[src/rtl/fc_rd_ctrl.sv]
// Operand fetch controller for the fully-connected stage: reads the data and weight
// matrices (and, on request, the bias vector) from a single-port word memory.
module fc_rd_ctrl #(
  parameter int batch_size   = 1,
  parameter int feature_size = 3,
  parameter int bias_size    = 2,
  parameter int addr_width   = 16
) (
  input  logic                                 clk,
  input  logic                                 rst_n,
  input  logic                                 start,
  input  logic [addr_width-1:0]                data_base,
  input  logic [addr_width-1:0]                weight_base,
  input  logic [addr_width-1:0]                bias_base,
  output logic                                 mem_rd,
  output logic [addr_width-1:0]                mem_addr,
  input  logic [31:0]                          mem_rdata,
  output logic [batch_size*feature_size*32-1:0] data,
  output logic [feature_size*bias_size*32-1:0]  weight,
  output logic [bias_size*32-1:0]              bias,
  output logic                                 data_en,
  output logic                                 weight_en,
  input  logic                                 bias_rq,
  output logic                                 bias_en,
  input  logic                                 result_valid,
  output logic                                 busy,
  output logic                                 done,
  output logic                                 err
);

  localparam int ND    = batch_size * feature_size;
  localparam int NW    = feature_size * bias_size;
  localparam int N     = ND + NW;
  localparam int NS    = N + bias_size;
  localparam int CNT_W = (NS > 1) ? $clog2(NS) : 1;

  localparam logic [CNT_W-1:0] ND_C    = CNT_W'(ND);
  localparam logic [CNT_W-1:0] N_C     = CNT_W'(N);
  localparam logic [CNT_W-1:0] LAST_DW = CNT_W'(N - 1);
  localparam logic [CNT_W-1:0] LAST_B  = CNT_W'(bias_size - 1);

  typedef enum logic [2:0] {
    S_IDLE, S_RD_DW, S_DRAIN, S_PRESENT, S_RD_B, S_DRAIN_B, S_HOLD, S_FIN
  } state_t;

  state_t                r_state;
  state_t                w_next;
  logic [CNT_W-1:0]      r_cnt;
  logic [addr_width-1:0] r_data_base;
  logic [addr_width-1:0] r_weight_base;
  logic [addr_width-1:0] r_bias_base;
  logic                  r_cap_vld;
  logic [CNT_W-1:0]      r_cap_idx;
  logic [31:0]           r_ops [NS];
  logic                  r_err;

  logic                  w_rd;
  logic [addr_width-1:0] w_addr;
  logic [CNT_W-1:0]      w_slot;
  logic                  w_err_set;

  always_ff @(posedge clk or negedge rst_n) begin
    if (!rst_n) r_state <= S_IDLE;
    else        r_state <= w_next;
  end

  always_comb begin
    w_next    = r_state;
    w_rd      = 1'b0;
    w_addr    = '0;
    w_slot    = '0;
    data_en   = 1'b0;
    bias_en   = 1'b0;
    busy      = 1'b1;
    done      = 1'b0;
    w_err_set = 1'b0;
    unique case (r_state)
      S_IDLE: begin
        busy = 1'b0;
        if (start) w_next = S_RD_DW;
      end
      S_RD_DW: begin
        // Data and weight matrices are each contiguous, so the read index is the offset.
        w_rd   = 1'b1;
        w_slot = r_cnt;
        if (r_cnt < ND_C) w_addr = r_data_base + addr_width'(r_cnt);
        else              w_addr = r_weight_base + addr_width'(r_cnt - ND_C);
        if (r_cnt == LAST_DW) w_next = S_DRAIN;
      end
      S_DRAIN: w_next = S_PRESENT;
      S_PRESENT: begin
        data_en = 1'b1;
        if (bias_rq) w_next = S_RD_B;
      end
      S_RD_B: begin
        w_rd   = 1'b1;
        w_slot = N_C + r_cnt;
        w_addr = r_bias_base + addr_width'(r_cnt);
        if (r_cnt == LAST_B) w_next = S_DRAIN_B;
      end
      S_DRAIN_B: w_next = S_HOLD;
      S_HOLD: begin
        bias_en = 1'b1;
        if (result_valid) w_next = S_FIN;
      end
      S_FIN: begin
        done   = 1'b1;
        w_next = S_IDLE;
      end
    endcase
    if (bias_rq && r_state != S_IDLE && r_state != S_PRESENT) w_err_set = 1'b1;
    if (result_valid && r_state != S_HOLD)                    w_err_set = 1'b1;
  end

  assign mem_rd    = w_rd;
  assign mem_addr  = w_addr;
  assign weight_en = data_en;
  assign err       = r_err;

  always_ff @(posedge clk or negedge rst_n) begin
    if (!rst_n) begin
      r_cnt         <= '0;
      r_data_base   <= '0;
      r_weight_base <= '0;
      r_bias_base   <= '0;
      r_err         <= 1'b0;
    end else begin
      r_cnt <= (w_rd && w_next == r_state) ? r_cnt + CNT_W'(1) : '0;
      if (r_state == S_IDLE && start) begin
        r_data_base   <= data_base;
        r_weight_base <= weight_base;
        r_bias_base   <= bias_base;
      end
      r_err <= r_err | w_err_set;
    end
  end

  // Read data arrives one cycle after its strobe; the slot index travels with it.
  always_ff @(posedge clk or negedge rst_n) begin
    if (!rst_n) begin
      r_cap_vld <= 1'b0;
      r_cap_idx <= '0;
      for (int k = 0; k < NS; k++) r_ops[k] <= '0;
    end else begin
      r_cap_vld <= w_rd;
      r_cap_idx <= w_slot;
      if (r_cap_vld) r_ops[r_cap_idx] <= mem_rdata;
    end
  end

  // Element k of each packed output occupies bits [k*32 +: 32], k in row-major order.
  for (genvar k = 0; k < ND; k++) begin : g_data
    assign data[k*32 +: 32] = r_ops[k];
  end
  for (genvar k = 0; k < NW; k++) begin : g_weight
    assign weight[k*32 +: 32] = r_ops[ND + k];
  end
  for (genvar k = 0; k < bias_size; k++) begin : g_bias
    assign bias[k*32 +: 32] = r_ops[N + k];
  end

endmodule
[config.mk]
export PLATFORM = sky130hd
export DESIGN_NAME = fc_rd_ctrl
export DESIGN_NICKNAME = d
export VERILOG_FILES = /design/src/rtl/fc_rd_ctrl.sv
export SDC_FILE = /design/constraint.sdc
export NUM_CORES = 1
export LEC_CHECK = 0
export CAP_MARGIN = 20
export CORE_MARGIN = 2
export CORE_UTILIZATION = 49
export CTS_CLUSTER_SIZE = 28
export DETAILED_ROUTE_END_ITERATION = 8
export PLACE_DENSITY = 0.82
export SLEW_MARGIN = 30
export SYNTH_ARGS = -nofsm -noshare
export SYNTH_HDL_FRONTEND = slang
export SYNTH_SLANG_ARGS = --single-unit
[constraint.sdc]
create_clock -name clk -period 4.55 [get_ports clk]
set_input_delay 0.91 -clock clk [delete_from_list [all_inputs] [get_ports clk]]
set_output_delay 0.91 -clock clk [all_outputs]
set_load 0.1 [all_outputs]
==> reports/results.ini <==
[run_status]
status = finished clean

[place]
placed_area_um2 = 22300
portBuffers = 459
hpwl_um = 36300
dp_worst_setup_slack_ps = 360
gp_congestion = 0.877

[routing]
first_pass_iters = 5
vias_per_cell = 5.47
antenna_left = 0
vias = 11800
drc_errors = 0
dr.first_iter.drc_count = 502
drt-total-wl_um = 51900
post_drt_wl_per_cell_um = 24.1

[logic_synthesis]
synth_area_leaders = dfrtp_1, mux2_2, ha_1
async_reset_ff_frac = 1.00
synth_seq_area_share = 0.597
ys.flop_type = dfrtp_1
ys_types = 55
syn_inst = 1227
synth_enable_flop_cells = 0
yosysWarnings = 0
synth-seq-cells = 413
synth_top_cell_area_share = 0.597
synth_fp_nets = 1341
avgSynthCellArea_um2 = 14.1
synth_area_um2 = 17300
synth_top_area_cell = dfrtp_1

[die]
fp.dieW_um = 192
ios = 460
num_rows = 68
die_y_um = 192
die_area_um2 = 36900
start_util = 0.500
coreArea_um2 = 34600

[timing]
period_share = 0.973
slew_headroom = 0.300
min_period_ps = 4430
hold_viol_final = 0
fmax_ghz = 0.226
tightest_slew_ps = 1050
hold_slack_ps = 308
setup_slack_ps = 123
clock_skew_ps = 11.5
setup_viol = 0
slew_violations = 0

[critical_path]
regToRegStartpoint = r_cap_idx[3]
worstSetupEndpoint = mem_addr[13]
cp.arrival_ps = 3520
path_delay_family = compound AO/OA/AOI/OAI gates
critPathLaunchType = register
crit_path_end_kind = output pin
crit_path_start = r_cnt[0]
critPathBufInv = 2
slowest_stage = dfrtp_2
required_ps = 3640
rr_worst_depth = 4
timing.rr.end = data[89]
path_depth = 10
r2r_slack_ps = 1830
timing_worst_setup_path_type = reg -> out
cp_cell_sequence = ha_1, nor3_4, buf_4, ha_1, a21oi_2, o311ai_2, a2111o_1, a21oi_2, o22ai_4, buf_12
slowest_delay_ps = 460
path_max_fanout = 9

[grt]
grt_use_total = 0.280
grt_antenna_before_repair = 2
grt_overflow_total = 0
grt_pass1_vias = 12400
grt_max_degree = 94
grt_pass1_wl_um = 77300

[cts]
cts.path.max_buffers = 3
htree_levels = 2
clock-sinks = 413
root_buffer = clkbuf_16
cts_buffers = 43
clk_pin_slew_ps = 60
hold_buffers = 0
clkLatencyLatePin_ps = 540
cts_tree = built

[final_layout]
area_growth_pct = 37.4
drive_gt1_frac = 0.347
mostFrequentLayoutCells = dfrtp_1, mux2_2, clkdlybuf4s50_1
final_util = 0.687
post-route-cell-area_um2 = 23800
final_common_cell = dfrtp_1
nNetsFinal = 1778

[min_path]
hp-class = in -> async

[job]
maxCapViolCount = 0

stage by stage:
stage | cells | TNS (ps)
2_1_floorplan | 1227 | -435
3_3_place_gp | 2069 | 0
3_5_place_dp | 2069 | 0
4_1_cts | 2150 | 0
5_1_grt | 2154 | -34.7
6_report | 2156 | 0
sequential cells by signal, summed over array words and instances, names as in the netlist:
signal and cells:
r_data_base 16, r_cap_idx 4, weight 192, r_bias_base 16, bias 64, r_cnt 4, r_weight_base 16, r_state 3
r_cap_vld 1, data 96, err 1
cell usage after synthesis (2+ instances only):
library cell,instances
a211oi_1,5
a21o_1,4
a21oi_1,19
a2bb2oi_1,2
a31oi_1,2
and2_1,3
and3_1,5
buf_1,3
buf_2,30
buf_4,2
buf_6,2
clkbuf_1,50
dfrtp_1,413
fa_1,3
ha_1,26
inv_1,20
mux2_1,13
mux2_2,382
mux2i_1,2
nand2_1,39
nand2b_1,7
nand3_1,13
nand3b_1,4
nand4_1,2
nor2_1,48
nor2b_1,3
nor3_1,7
o211ai_1,4
o21a_1,4
o21ai_0,26
o21ai_1,3
o21bai_1,2
o221ai_1,4
o22ai_1,11
or3_1,3
xnor2_1,23
xor2_1,20
timing repair:
item                       CTS  global route
buffers inserted             1             4
setup endpoints to repair    4             4
gates resized for setup      5             7
pin swaps                    0             1
worst register-to-register path: stages, from the launching register on:
cell	delay (ps)
dfrtp_1	390
nor3b_1	540
nand3b_1	790
buf_4	540
mux2_2	350
area by class of cell:
class	instances	area, µm²
multi-input cells	707	6700
clock inverters	17	233
well taps	455	569
repair buffers	479	4590
inverters	20	75.1
fillers	2432	10800
diodes	2	5.00
flip-flops and latches	413	10300
clock buffers	63	1270
logic make-up (layout without fill, tap and decap cells):
group / Yosys count / count (layout) / share of synthesized area
flip-flops: 413 / 413 / 0.597
multiplexers: 397 / 397 / 0.258
AND/OR/NAND/NOR: 141 / 141 / 0.0378
buffers and inverters: 107 / 579 / 0.0267
AO/OA/AOI/OAI: 97 / 97 / 0.0365
XOR/XNOR: 43 / 43 / 0.0218
adder cells (fa/ha/maj): 29 / 29 / 0.0223
other: 0 / 2 / 0
layer usage:
metal,GRT usage,part of all wire
met4,0.130,0.050
met1,0.341,0.39
met3,0.0738,0.076
met5,0,0
met2,0.467,0.48
worst min-delay path by stage:
stage,slack [ps],endpoint,from,cells past startpoint
finish,310,weight[179],rst_n,1
global route,360,bias[12],rst_n,1
CTS,330,weight[179],rst_n,1
detailed placement,460,err,err,1
global placement,450,err,err,1
floorplan,480,r_bias_base[0],r_bias_base[0],1
Power is left out: the tool's default activity adds up to more than one toggle a clock period on the data nets, which glitch-free logic cannot reach.
